File: src/rtl/sy_ppl_fl_mp_if.sv
// sy_ppl_fl_mp_if: allocation, release and checkpoint signals of the multi-port free list
interface sy_ppl_fl_mp_if #(
  parameter int PHY_REG_NUM = 64,
  parameter int PHY_REG_WTH = $clog2(PHY_REG_NUM),
  parameter int ALLOC_PORTS = 2,
  parameter int REL_PORTS = 2,
  parameter int CKPT_NUM = 4,
  parameter int CKPT_WTH = $clog2(CKPT_NUM)
);
  logic flush_i;
  logic [ALLOC_PORTS-1:0] alloc_en_i;
  logic [ALLOC_PORTS*PHY_REG_WTH-1:0] alloc_idx_o;
  logic fl_stall_o;
  logic [REL_PORTS-1:0] rel_en_i;
  logic [REL_PORTS*PHY_REG_WTH-1:0] rel_new_phy_i;
  logic [REL_PORTS*PHY_REG_WTH-1:0] rel_old_phy_i;
  logic ckpt_take_i;
  logic [CKPT_WTH-1:0] ckpt_take_id_i;
  logic ckpt_rst_i;
  logic [CKPT_WTH-1:0] ckpt_rst_id_i;
  logic [CKPT_NUM-1:0] ckpt_free_i;
  logic [PHY_REG_WTH:0] free_cnt_o;
  logic err_o;
  modport master (
    output flush_i, alloc_en_i, rel_en_i, rel_new_phy_i, rel_old_phy_i,
    output ckpt_take_i, ckpt_take_id_i, ckpt_rst_i, ckpt_rst_id_i, ckpt_free_i,
    input alloc_idx_o, fl_stall_o, free_cnt_o, err_o
  );
  modport slave (
    input flush_i, alloc_en_i, rel_en_i, rel_new_phy_i, rel_old_phy_i,
    input ckpt_take_i, ckpt_take_id_i, ckpt_rst_i, ckpt_rst_id_i, ckpt_free_i,
    output alloc_idx_o, fl_stall_o, free_cnt_o, err_o
  );
endinterface

File: src/rtl/sy_ppl_fl_mp.sv
// sy_ppl_fl_mp: multi-port physical register free list with architectural list and branch checkpoints
module sy_ppl_fl_mp #(
  parameter int PHY_REG_NUM = 64,
  parameter int PHY_REG_WTH = $clog2(PHY_REG_NUM),
  parameter int RSV_NUM = 32,
  parameter int ALLOC_PORTS = 2,
  parameter int REL_PORTS = 2,
  parameter int CKPT_NUM = 4,
  parameter int CKPT_WTH = $clog2(CKPT_NUM)
) (
  input logic clk_i,
  input logic rst_i,
  sy_ppl_fl_mp_if.slave fl
);
  typedef logic [PHY_REG_NUM-1:0] list_t;
  typedef logic [PHY_REG_WTH:0] cnt_t;
  localparam list_t RST_LIST = {{(PHY_REG_NUM-RSV_NUM){1'b1}}, {RSV_NUM{1'b0}}};
  list_t spec_q, spec_d, arch_q, arch_d, alloc_mask, rel_mask, next_spec;
  list_t slot_q [CKPT_NUM];
  list_t slot_d [CKPT_NUM];
  logic [CKPT_WTH-1:0] age_q [CKPT_NUM];
  logic [CKPT_WTH-1:0] age_d [CKPT_NUM];
  logic [CKPT_NUM-1:0] vld_q, vld_d, kill;
  logic [PHY_REG_WTH-1:0] idx [ALLOC_PORTS];
  cnt_t free_cnt_q, free_cnt_d;
  logic err_q, err_d, stall, take_en, rst_ok;
  assign stall = free_cnt_q < cnt_t'(ALLOC_PORTS);
  assign fl.fl_stall_o = stall;
  assign fl.free_cnt_o = free_cnt_q;
  assign fl.err_o = err_q;
  // port k takes the k-th lowest free bit, whether or not lower ports are enabled
  always_comb begin
    cnt_t seen;
    seen = '0;
    for (int k = 0; k < ALLOC_PORTS; k++) idx[k] = '0;
    for (int i = 0; i < PHY_REG_NUM; i++) begin
      for (int k = 0; k < ALLOC_PORTS; k++)
        if (spec_q[i] && seen == cnt_t'(k)) idx[k] = PHY_REG_WTH'(i);
      seen = seen + cnt_t'(spec_q[i]);
    end
    for (int k = 0; k < ALLOC_PORTS; k++) fl.alloc_idx_o[k*PHY_REG_WTH +: PHY_REG_WTH] = idx[k];
  end
  always_comb begin
    logic [CKPT_WTH-1:0] dec;
    alloc_mask = '0;
    rel_mask = '0;
    arch_d = arch_q;
    err_d = err_q;
    kill = '0;
    dec = '0;
    for (int k = 0; k < ALLOC_PORTS; k++)
      if (fl.alloc_en_i[k] && !stall) alloc_mask[idx[k]] = 1'b1;
    for (int j = 0; j < REL_PORTS; j++)
      if (fl.rel_en_i[j]) begin
        rel_mask[fl.rel_old_phy_i[j*PHY_REG_WTH +: PHY_REG_WTH]] = 1'b1;
        arch_d[fl.rel_old_phy_i[j*PHY_REG_WTH +: PHY_REG_WTH]] = 1'b1;
        arch_d[fl.rel_new_phy_i[j*PHY_REG_WTH +: PHY_REG_WTH]] = 1'b0;
        err_d = err_d | spec_q[fl.rel_old_phy_i[j*PHY_REG_WTH +: PHY_REG_WTH]];
      end
    next_spec = (spec_q & ~alloc_mask) | rel_mask;
    take_en = fl.ckpt_take_i && !fl.flush_i && !fl.ckpt_rst_i;
    rst_ok = fl.ckpt_rst_i && !fl.flush_i && vld_q[fl.ckpt_rst_id_i];
    if (fl.ckpt_rst_i && !fl.flush_i && !vld_q[fl.ckpt_rst_id_i]) err_d = 1'b1;
    // any mispredict cycle drops this cycle's allocations, even when the slot is invalid
    spec_d = fl.flush_i ? arch_d : rst_ok ? slot_q[fl.ckpt_rst_id_i] | rel_mask :
             fl.ckpt_rst_i ? spec_q | rel_mask : next_spec;
    free_cnt_d = cnt_t'($countones(spec_d));
    for (int s = 0; s < CKPT_NUM; s++)
      kill[s] = vld_q[s] && (fl.ckpt_free_i[s] ||
                (rst_ok && age_q[s] <= age_q[fl.ckpt_rst_id_i]) ||
                (take_en && fl.ckpt_take_id_i == CKPT_WTH'(s)));
    // age = number of valid slots newer than this one, kept dense as slots die
    for (int s = 0; s < CKPT_NUM; s++) begin
      dec = '0;
      for (int f = 0; f < CKPT_NUM; f++)
        if (kill[f] && age_q[f] < age_q[s]) dec = dec + CKPT_WTH'(1);
      age_d[s] = age_q[s] - dec + CKPT_WTH'(take_en);
      slot_d[s] = slot_q[s] | rel_mask;
    end
    vld_d = fl.flush_i ? '0 : vld_q & ~kill;
    if (take_en) begin
      slot_d[fl.ckpt_take_id_i] = next_spec;
      vld_d[fl.ckpt_take_id_i] = 1'b1;
      age_d[fl.ckpt_take_id_i] = '0;
    end
  end
  always_ff @(posedge clk_i) begin
    if (rst_i) begin
      spec_q <= RST_LIST;
      arch_q <= RST_LIST;
      vld_q <= '0;
      free_cnt_q <= cnt_t'(PHY_REG_NUM - RSV_NUM);
      err_q <= 1'b0;
      for (int s = 0; s < CKPT_NUM; s++) begin
        slot_q[s] <= '0;
        age_q[s] <= '0;
      end
    end else begin
      spec_q <= spec_d;
      arch_q <= arch_d;
      vld_q <= vld_d;
      free_cnt_q <= free_cnt_d;
      err_q <= err_d;
      for (int s = 0; s < CKPT_NUM; s++) begin
        slot_q[s] <= slot_d[s];
        age_q[s] <= age_d[s];
      end
    end
  end
endmodule

File: src/flat_wrapper.sv
// flat-port wrapper written by rule: the top's interface ports become plain ports
module sy_ppl_fl_mp_flat 
#(
  parameter int PHY_REG_NUM = 64,
  parameter int PHY_REG_WTH = $clog2(PHY_REG_NUM),
  parameter int RSV_NUM = 32,
  parameter int ALLOC_PORTS = 2,
  parameter int REL_PORTS = 2,
  parameter int CKPT_NUM = 4,
  parameter int CKPT_WTH = $clog2(CKPT_NUM)
)
  (clk_i, rst_i, fl_flush_i, fl_alloc_en_i, fl_rel_en_i, fl_rel_new_phy_i, fl_rel_old_phy_i, fl_ckpt_take_i, fl_ckpt_take_id_i, fl_ckpt_rst_i, fl_ckpt_rst_id_i, fl_ckpt_free_i, fl_alloc_idx_o, fl_fl_stall_o, fl_free_cnt_o, fl_err_o);
  sy_ppl_fl_mp_if #(.PHY_REG_NUM(PHY_REG_NUM), .PHY_REG_WTH(PHY_REG_WTH), .ALLOC_PORTS(ALLOC_PORTS), .REL_PORTS(REL_PORTS), .CKPT_NUM(CKPT_NUM), .CKPT_WTH(CKPT_WTH)) fl_i ();
  input logic clk_i;
  input logic rst_i;
  input wire logic [$bits(fl_i.flush_i)-1:0] fl_flush_i;
  input wire logic [$bits(fl_i.alloc_en_i)-1:0] fl_alloc_en_i;
  input wire logic [$bits(fl_i.rel_en_i)-1:0] fl_rel_en_i;
  input wire logic [$bits(fl_i.rel_new_phy_i)-1:0] fl_rel_new_phy_i;
  input wire logic [$bits(fl_i.rel_old_phy_i)-1:0] fl_rel_old_phy_i;
  input wire logic [$bits(fl_i.ckpt_take_i)-1:0] fl_ckpt_take_i;
  input wire logic [$bits(fl_i.ckpt_take_id_i)-1:0] fl_ckpt_take_id_i;
  input wire logic [$bits(fl_i.ckpt_rst_i)-1:0] fl_ckpt_rst_i;
  input wire logic [$bits(fl_i.ckpt_rst_id_i)-1:0] fl_ckpt_rst_id_i;
  input wire logic [$bits(fl_i.ckpt_free_i)-1:0] fl_ckpt_free_i;
  output wire logic [$bits(fl_i.alloc_idx_o)-1:0] fl_alloc_idx_o;
  output wire logic [$bits(fl_i.fl_stall_o)-1:0] fl_fl_stall_o;
  output wire logic [$bits(fl_i.free_cnt_o)-1:0] fl_free_cnt_o;
  output wire logic [$bits(fl_i.err_o)-1:0] fl_err_o;
  assign fl_i.flush_i = fl_flush_i;
  assign fl_i.alloc_en_i = fl_alloc_en_i;
  assign fl_i.rel_en_i = fl_rel_en_i;
  assign fl_i.rel_new_phy_i = fl_rel_new_phy_i;
  assign fl_i.rel_old_phy_i = fl_rel_old_phy_i;
  assign fl_i.ckpt_take_i = fl_ckpt_take_i;
  assign fl_i.ckpt_take_id_i = fl_ckpt_take_id_i;
  assign fl_i.ckpt_rst_i = fl_ckpt_rst_i;
  assign fl_i.ckpt_rst_id_i = fl_ckpt_rst_id_i;
  assign fl_i.ckpt_free_i = fl_ckpt_free_i;
  assign fl_alloc_idx_o = fl_i.alloc_idx_o;
  assign fl_fl_stall_o = fl_i.fl_stall_o;
  assign fl_free_cnt_o = fl_i.free_cnt_o;
  assign fl_err_o = fl_i.err_o;
  sy_ppl_fl_mp #(.PHY_REG_NUM(PHY_REG_NUM), .PHY_REG_WTH(PHY_REG_WTH), .RSV_NUM(RSV_NUM), .ALLOC_PORTS(ALLOC_PORTS), .REL_PORTS(REL_PORTS), .CKPT_NUM(CKPT_NUM), .CKPT_WTH(CKPT_WTH)) u_core (.clk_i(clk_i), .rst_i(rst_i), .fl(fl_i));
endmodule
File: config.mk
export PLATFORM = sky130hd
export DESIGN_NAME = sy_ppl_fl_mp_flat
export DESIGN_NICKNAME = d
export VERILOG_FILES = /design/src/rtl/sy_ppl_fl_mp_if.sv /design/src/rtl/sy_ppl_fl_mp.sv /design/src/flat_wrapper.sv
export SDC_FILE = /design/constraint.sdc
export NUM_CORES = 2
export LEC_CHECK = 0
export BUFFER_PORTS_ARGS = -buffer_cell sky130_fd_sc_hd__buf_2
export CORE_ASPECT_RATIO = 1.4
export CORE_MARGIN = 2
export CORE_UTILIZATION = 30
export DETAILED_ROUTE_END_ITERATION = 16
export GPL_TIMING_DRIVEN = 1
export PLACE_DENSITY = 0.56
export SETUP_SLACK_MARGIN = 0.02
export SYNTH_ARGS = -nofsm -noshare
export SYNTH_HDL_FRONTEND = slang
export SYNTH_SLANG_ARGS = --single-unit
File: constraint.sdc
create_clock -name clk_i -period 44.2 [get_ports clk_i]
set_input_delay 8.84 -clock clk_i [delete_from_list [all_inputs] [get_ports clk_i]]
set_output_delay 8.84 -clock clk_i [all_outputs]
set_load 0.005 [all_outputs]
; ---- Word-level counts from Yosys, hierarchy flattened
; Memories as Yosys holds them, arrays and structs flattened.
; Index checks and enable logic that the tools add are counted.
[word_totals]
input_bits = 41
memories = 2
regBits = 140
wordCells = 727
ramBits = 264
out_inout_bits = 21
[op_classes]
n_bitwise = 33
mux = 194
n_lt_le_gt_ge = 38
n_eq_ne = 65
n_addsub = 145
reduce_logical = 245
[memory_table]
columns = memory, words, width, rd, rd_clocked_by_memory_dff, wr, line
row1 = u_core.slot_q, 4, 64, 5, 0, 4, sy_ppl_fl_mp.sv:19  ; list_t slot_q [CKPT_NUM];
row2 = u_core.age_q, 4, 2, 5, 0, 4, sy_ppl_fl_mp.sv:21  ; logic [CKPT_WTH-1:0] age_q [CKPT_NUM];
[ops]
columns = operator, count
row1 = $mux W64, 14
row2 = $or A64 B64 Y64, 11
row3 = $mux W6, 94
row4 = $logic_not A7 Y1, 63
row5 = $eq A7 B1 Y1 const B, 62
row6 = $add A7 B1 Y7, 61
row7 = $bwmux W256, 1
row8 = $mux W256, 1
row9 = $add A7 B7 Y7, 31
row10 = $and A64 B64 Y64, 3
row11 = $not A64 Y64, 3
row12 = $logic_and A1 B1 Y1, 169
row13 = $demux W64 S2, 1
row14 = $mux W5, 16
row15 = $add A1 B1 Y2, 33
row16 = $lt A6 B7 Y1 const B, 6
row17 = $mux W4, 10
row18 = $mux W2, 19
row19 = $demux W1 S6, 6
row20 = $ge A6 B1 Y1 const B, 6
row21 = $lt A2 B2 Y1, 16
row22 = $mux W1, 22
row23 = $add A2 B1 Y2 const B, 8
row24 = $bmux W1 S6, 2
row25 = 26 further kinds, 62

; ---- Depth between registers and ports, before layout
[depth]
depth_word = 84
depth_mapped = 108
ltp_nobuf = 105

; ---- Worst setup path before layout
; OpenSTA, ideal clock, no wires.
[synth_path]
path_kind = reg-to-output
from = register u_core.spec_q[1]
to = output port fl_alloc_idx_o[3]
setup_slack_ns = 11.670
t_arrival_ns = 23.690
stages_incl_launch_ff = 81
n_path_buf = 2
path_cell_list = dfxtp_1 > fa_1 > ha_1 > ha_1 > ha_1 > ha_1 > ha_1 > ha_1 > ha_1 > ha_1 > ha_1 > ha_1 > ha_1 > ha_1 > ha_1 > ha_1 > ha_1 > ha_1 > [45 not listed] > a21oi_1 > nor2_1 > a31oi_1 > a21oi_1 > o21ai_0 > nand2_1 > mux2i_1 > a21oi_1 > xnor2_1 > xnor3_1 > o21ai_1 > o31a_1 > buf_2 > nor4_1 > mux2_2 > nor3_4 > or3b_1 > or2_1
[synth_between]
elab_chain_len = 65
word_cells_on_any_way = 245
classes_between = add/sub (62) / mux (61) / reduce/logical (122)
[synth_rtl]
columns = element, line
row1 = "start, declared", sy_ppl_fl_mp.sv:18  ; list_t spec_q, spec_d, arch_q, arch_d, alloc_mask, rel_mask, next_spec;
row2 = "start signal, assigned", sy_ppl_fl_mp.sv:99  ; spec_q <= spec_d;
row3 = $add A1 B1 Y2 (*), sy_ppl_fl_mp.sv:39  ; seen = seen + cnt_t'(spec_q[i]);
row4 = $add A7 B1 Y7 (*), sy_ppl_fl_mp.sv:39
row5 = $add A7 B1 Y7 or $logic_not A7 Y1 (tied branches), "sy_ppl_fl_mp.sv:39, sy_ppl_fl_mp.sv:38"
row6 = $add A7 B1 Y7 (tied with other cells) (59 in a row), sy_ppl_fl_mp.sv:39
row7 = $logic_not A7 Y1 (tied with other cells), sy_ppl_fl_mp.sv:38  ; if (spec_q[i] && seen == cnt_t'(k)) idx[k] = PHY_REG_WTH'(i);
row8 = $logic_and A1 B1 Y1 or $mux W6 (tied branches), sy_ppl_fl_mp.sv:38
row9 = $mux W6 (*), sy_ppl_fl_mp.sv:38
row10 = "end, declared", flat_wrapper.sv:26  ; output wire logic [$bits(fl_i.alloc_idx_o)-1:0] fl_alloc_idx_o;
; Mark *: on every way between the ends. The rest lies on a longest branch, timed or not.

; ---- Worst setup path in the final report
[layout_path]
from = register u_core.spec_q[2]
to = output port fl_alloc_idx_o[5]
[layout_between]
elab_chain_len = 64
word_cells_on_any_way = 244
classes_between = add/sub (61) / mux (61) / reduce/logical (122)
[layout_rtl]
columns = element, line
row1 = $add A7 B1 Y7 (*), sy_ppl_fl_mp.sv:39
row2 = $add A7 B1 Y7 or $logic_not A7 Y1 (tied branches), "sy_ppl_fl_mp.sv:39, sy_ppl_fl_mp.sv:38"
row3 = $add A7 B1 Y7 (tied with other cells) (59 in a row), sy_ppl_fl_mp.sv:39
row4 = $logic_not A7 Y1 (tied with other cells), sy_ppl_fl_mp.sv:38
row5 = $logic_and A1 B1 Y1 or $mux W6 (tied branches), sy_ppl_fl_mp.sv:38
row6 = $mux W6 (*), sy_ppl_fl_mp.sv:38
; Marked as above.

==> flow_metrics.tcl <==
set metrics [dict create \
    critPathKind "flip-flop to output port" \
    grt_use_total 0.252 \
    cts_sinks 404 \
    fillers 14500 \
    drive_gt1_frac 0.100 \
    yosysTopAreaCell "dfxtp_1" \
    root_buffer "clkbuf_16" \
    first_iter_violations 4239 \
    yosysTopAreaCellShare 0.197 \
    finalClockSkew_ps 20.9 \
    cts_hold_buf 0 \
    die_h_um 442 \
    synthFlopType "dfxtp_1" \
    fp.dieArea_sq_um 140000 \
    gp_congestion 1.05 \
    dp_hpwl_mm 135 \
    synthesis.nets 5528 \
    dr.pass1.iters 8 \
    rsz0062_at_grt "false" \
    synth_top_family_by_area "simple AND/OR/NAND/NOR gates" \
    cts_tree "yes" \
    final_antenna_net_count 0 \
    worst_path_max_delay_cell "xnor2_1" \
    seqCellArea_sq_um 8090 \
    ys_ff_latch 404 \
    hp-class "flip-flop to flip-flop" \
    status "finished with violations" \
    grt_start_max_net_pins 193 \
    synth_cells 5223 \
    worst_setup_path_end_kind "output port" \
    vias_per_cell 6.04 \
    setup_tns_ps 0 \
    yosysSeqAreaShare 0.197 \
    clock.fmax_mhz 28.0 \
    initial_utilization 0.302 \
    synthesis.area_sq_um 41000 \
    slowest_delay_ps 770 \
    core_sq_um 136000 \
    yosysUniqueCellTypes 120 \
    grt_pass1_vias 39900 \
    required_ps 35360 \
    wl_per_cell_um 26.1 \
    htreeDepth 2 \
    syn_area_per_cell_sq_um 7.86 \
    netlist_top_cells_area "dfxtp_1 (20%), ha_1 (6.2%), nand2_1 (5.0%)" \
    preCtsSetupSlack_ps 9340 \
    setup_slack_ps 8500 \
    syn2layout_area_growth_pct 8.97 \
    cts.repair.resized 0 \
    cp.arrival_ps 26860 \
    synthAdderAreaFrac 0.0919 \
    antenna_found_initial 26 \
    violations "capacitance limit, slew limit" \
    io_pins 62 \
    synthSimpleGateAreaFrac 0.246 \
    final_nets 5435 \
    cts_buffer_depth 3 \
    finalHoldViolations 0 \
    crit_fanout 11 \
    crit_top_cell "ha_1" \
    clk_latency_ps 640 \
    async_reset_ff_frac 0 \
    min_period_ps 35700 \
    cts_setup_buffers 0 \
    worst_setup_path_start_kind "flip-flop" \
    drc 0 \
    slew_headroom -0.109 \
    timing.final.crit_share 0.808 \
    numCtsBuffers 45 \
    drv_slew 21 \
    synthMuxAreaShare 0.0856 \
    clk_pin_slew_ps 60 \
    multi_input_area_sq_um 31100 \
    io_buffers 61 \
    grt_pass1_wl_mm 265 \
    wl_mm 182 \
    maxCapViolations 5 \
    ys_warn_count 0 \
    yosys.area_share.xor_xnor 0.0976 \
    setup_viol 0 \
    die_w_um 317 \
    gr-total-overflow 0 \
    vias 42000 \
    fp-row-count 160 \
    synth_compound_area_frac 0.235 \
    worst_pin_slew_ps 1650 \
    synth_edf_count 0 \
]
[path summary, 6_finish.rpt]
path | startpoint | to | slack [ps] | cells past startpoint
max | u_core.spec_q[2] | fl_alloc_idx_o[5] | 8500 | 74
min | u_core.slot_q[2][23] | u_core.slot_q[2][23] | 480 | 2
max reg2reg | u_core.spec_q[2] | u_core.fl.free_cnt_o[5] | 10920 | 99
min reg2reg | u_core.slot_q[2][23] | u_core.slot_q[2][23] | 480 | 2
[per-stage QoR]
stage	area, sq um	hold slack [ps]	utilization	std cells
floorplan	41000	452	-	5223
global placement	43200	463	0.318	6864
detailed placement	43200	470	0.318	6864
CTS	44700	480	0.329	6942
global route	44700	497	0.329	6948
finish	44700	481	0.329	6954
[logic make-up after synthesis]
kind of cell               Yosys count
buffers and inverters              502
muxes                              243
xor gates and xnor gates           340
and+or+nand+nor                   1995
DFF                                404
AOI/OAI and AO/OA                 1474
adders and majority gates          265
[critical path: cells and delay by family, from the launching register on]
kind                       cells  cell delay (ps)
xor gates and xnor gates       8             2980
DFF                            1              480
AOI/OAI and AO/OA              4              830
adders and majority gates     55            19520
buffers and inverters          1              280
and+or+nand+nor                5             1790
muxes                          1              330
[metal layers]
| layer | up-vias | share of wire | global-route usage |
|---|---|---|---|
| li1 | 19200 | - | - |
| met1 | 20200 | 0.36 | 0.279 |
| met2 | 1939 | 0.47 | 0.419 |
| met3 | 623 | 0.084 | 0.0587 |
| met4 | 18 | 0.091 | 0.194 |
| met5 | - | 0.00068 | 0 |
[state kept, by name (all words and copies together), names as in the netlist]
| signal | count |
|---|---|
| u_core.arch_q | 64 |
| u_core.fl.err_o | 1 |
| u_core.fl.free_cnt_o | 7 |
| u_core.age_q | 8 |
| u_core.slot_q | 256 |
| u_core.spec_q | 64 |
| u_core.vld_q | 4 |
[synthesized netlist by cell type (all sizes together), types with 50 or more instances]
master  count
or2        66
nand2b     52
ha        203
mux4       81
o21ai     248
mux2i     112
mux2       50
xor2       87
a31oi      91
inv       212
a21oi     394
nor3      152
xnor2     207
clkbuf    243
and2       93
dfxtp     404
and3       62
nand2     550
nor2      431
nand3     207
fa         61
o22ai     209
nor2b      64
[cell type report]
cell class | instances | share of cell area
multi-input cells | 4317 | 0.695
flip-flops and latches | 404 | 0.181
well taps | 1782 | 0.0499
clock buffers | 57 | 0.0280
repair buffers | 146 | 0.0218
inverters | 216 | 0.0182
clock inverters | 21 | 0.00529
diodes | 11 | 0.000616
[cells in the final DEF (no fill, tap or decap), types with 64 or more instances in the layout]
master / n
nand2_1: 547
nor2_1: 428
dfxtp_1: 404
a21oi_1: 392
o21ai_0: 224
inv_1: 211
o22ai_1: 209
nand3_1: 204
ha_1: 203
xnor2_1: 180
nor3_1: 148
mux2i_1: 111
a31oi_1: 89
and2_1: 87
buf_4: 87
mux4_2: 81
xor2_1: 79
nor2b_1: 64
Power is not shown: default switching activity piles up to over one toggle a cycle in this logic, so the estimate is an artifact.
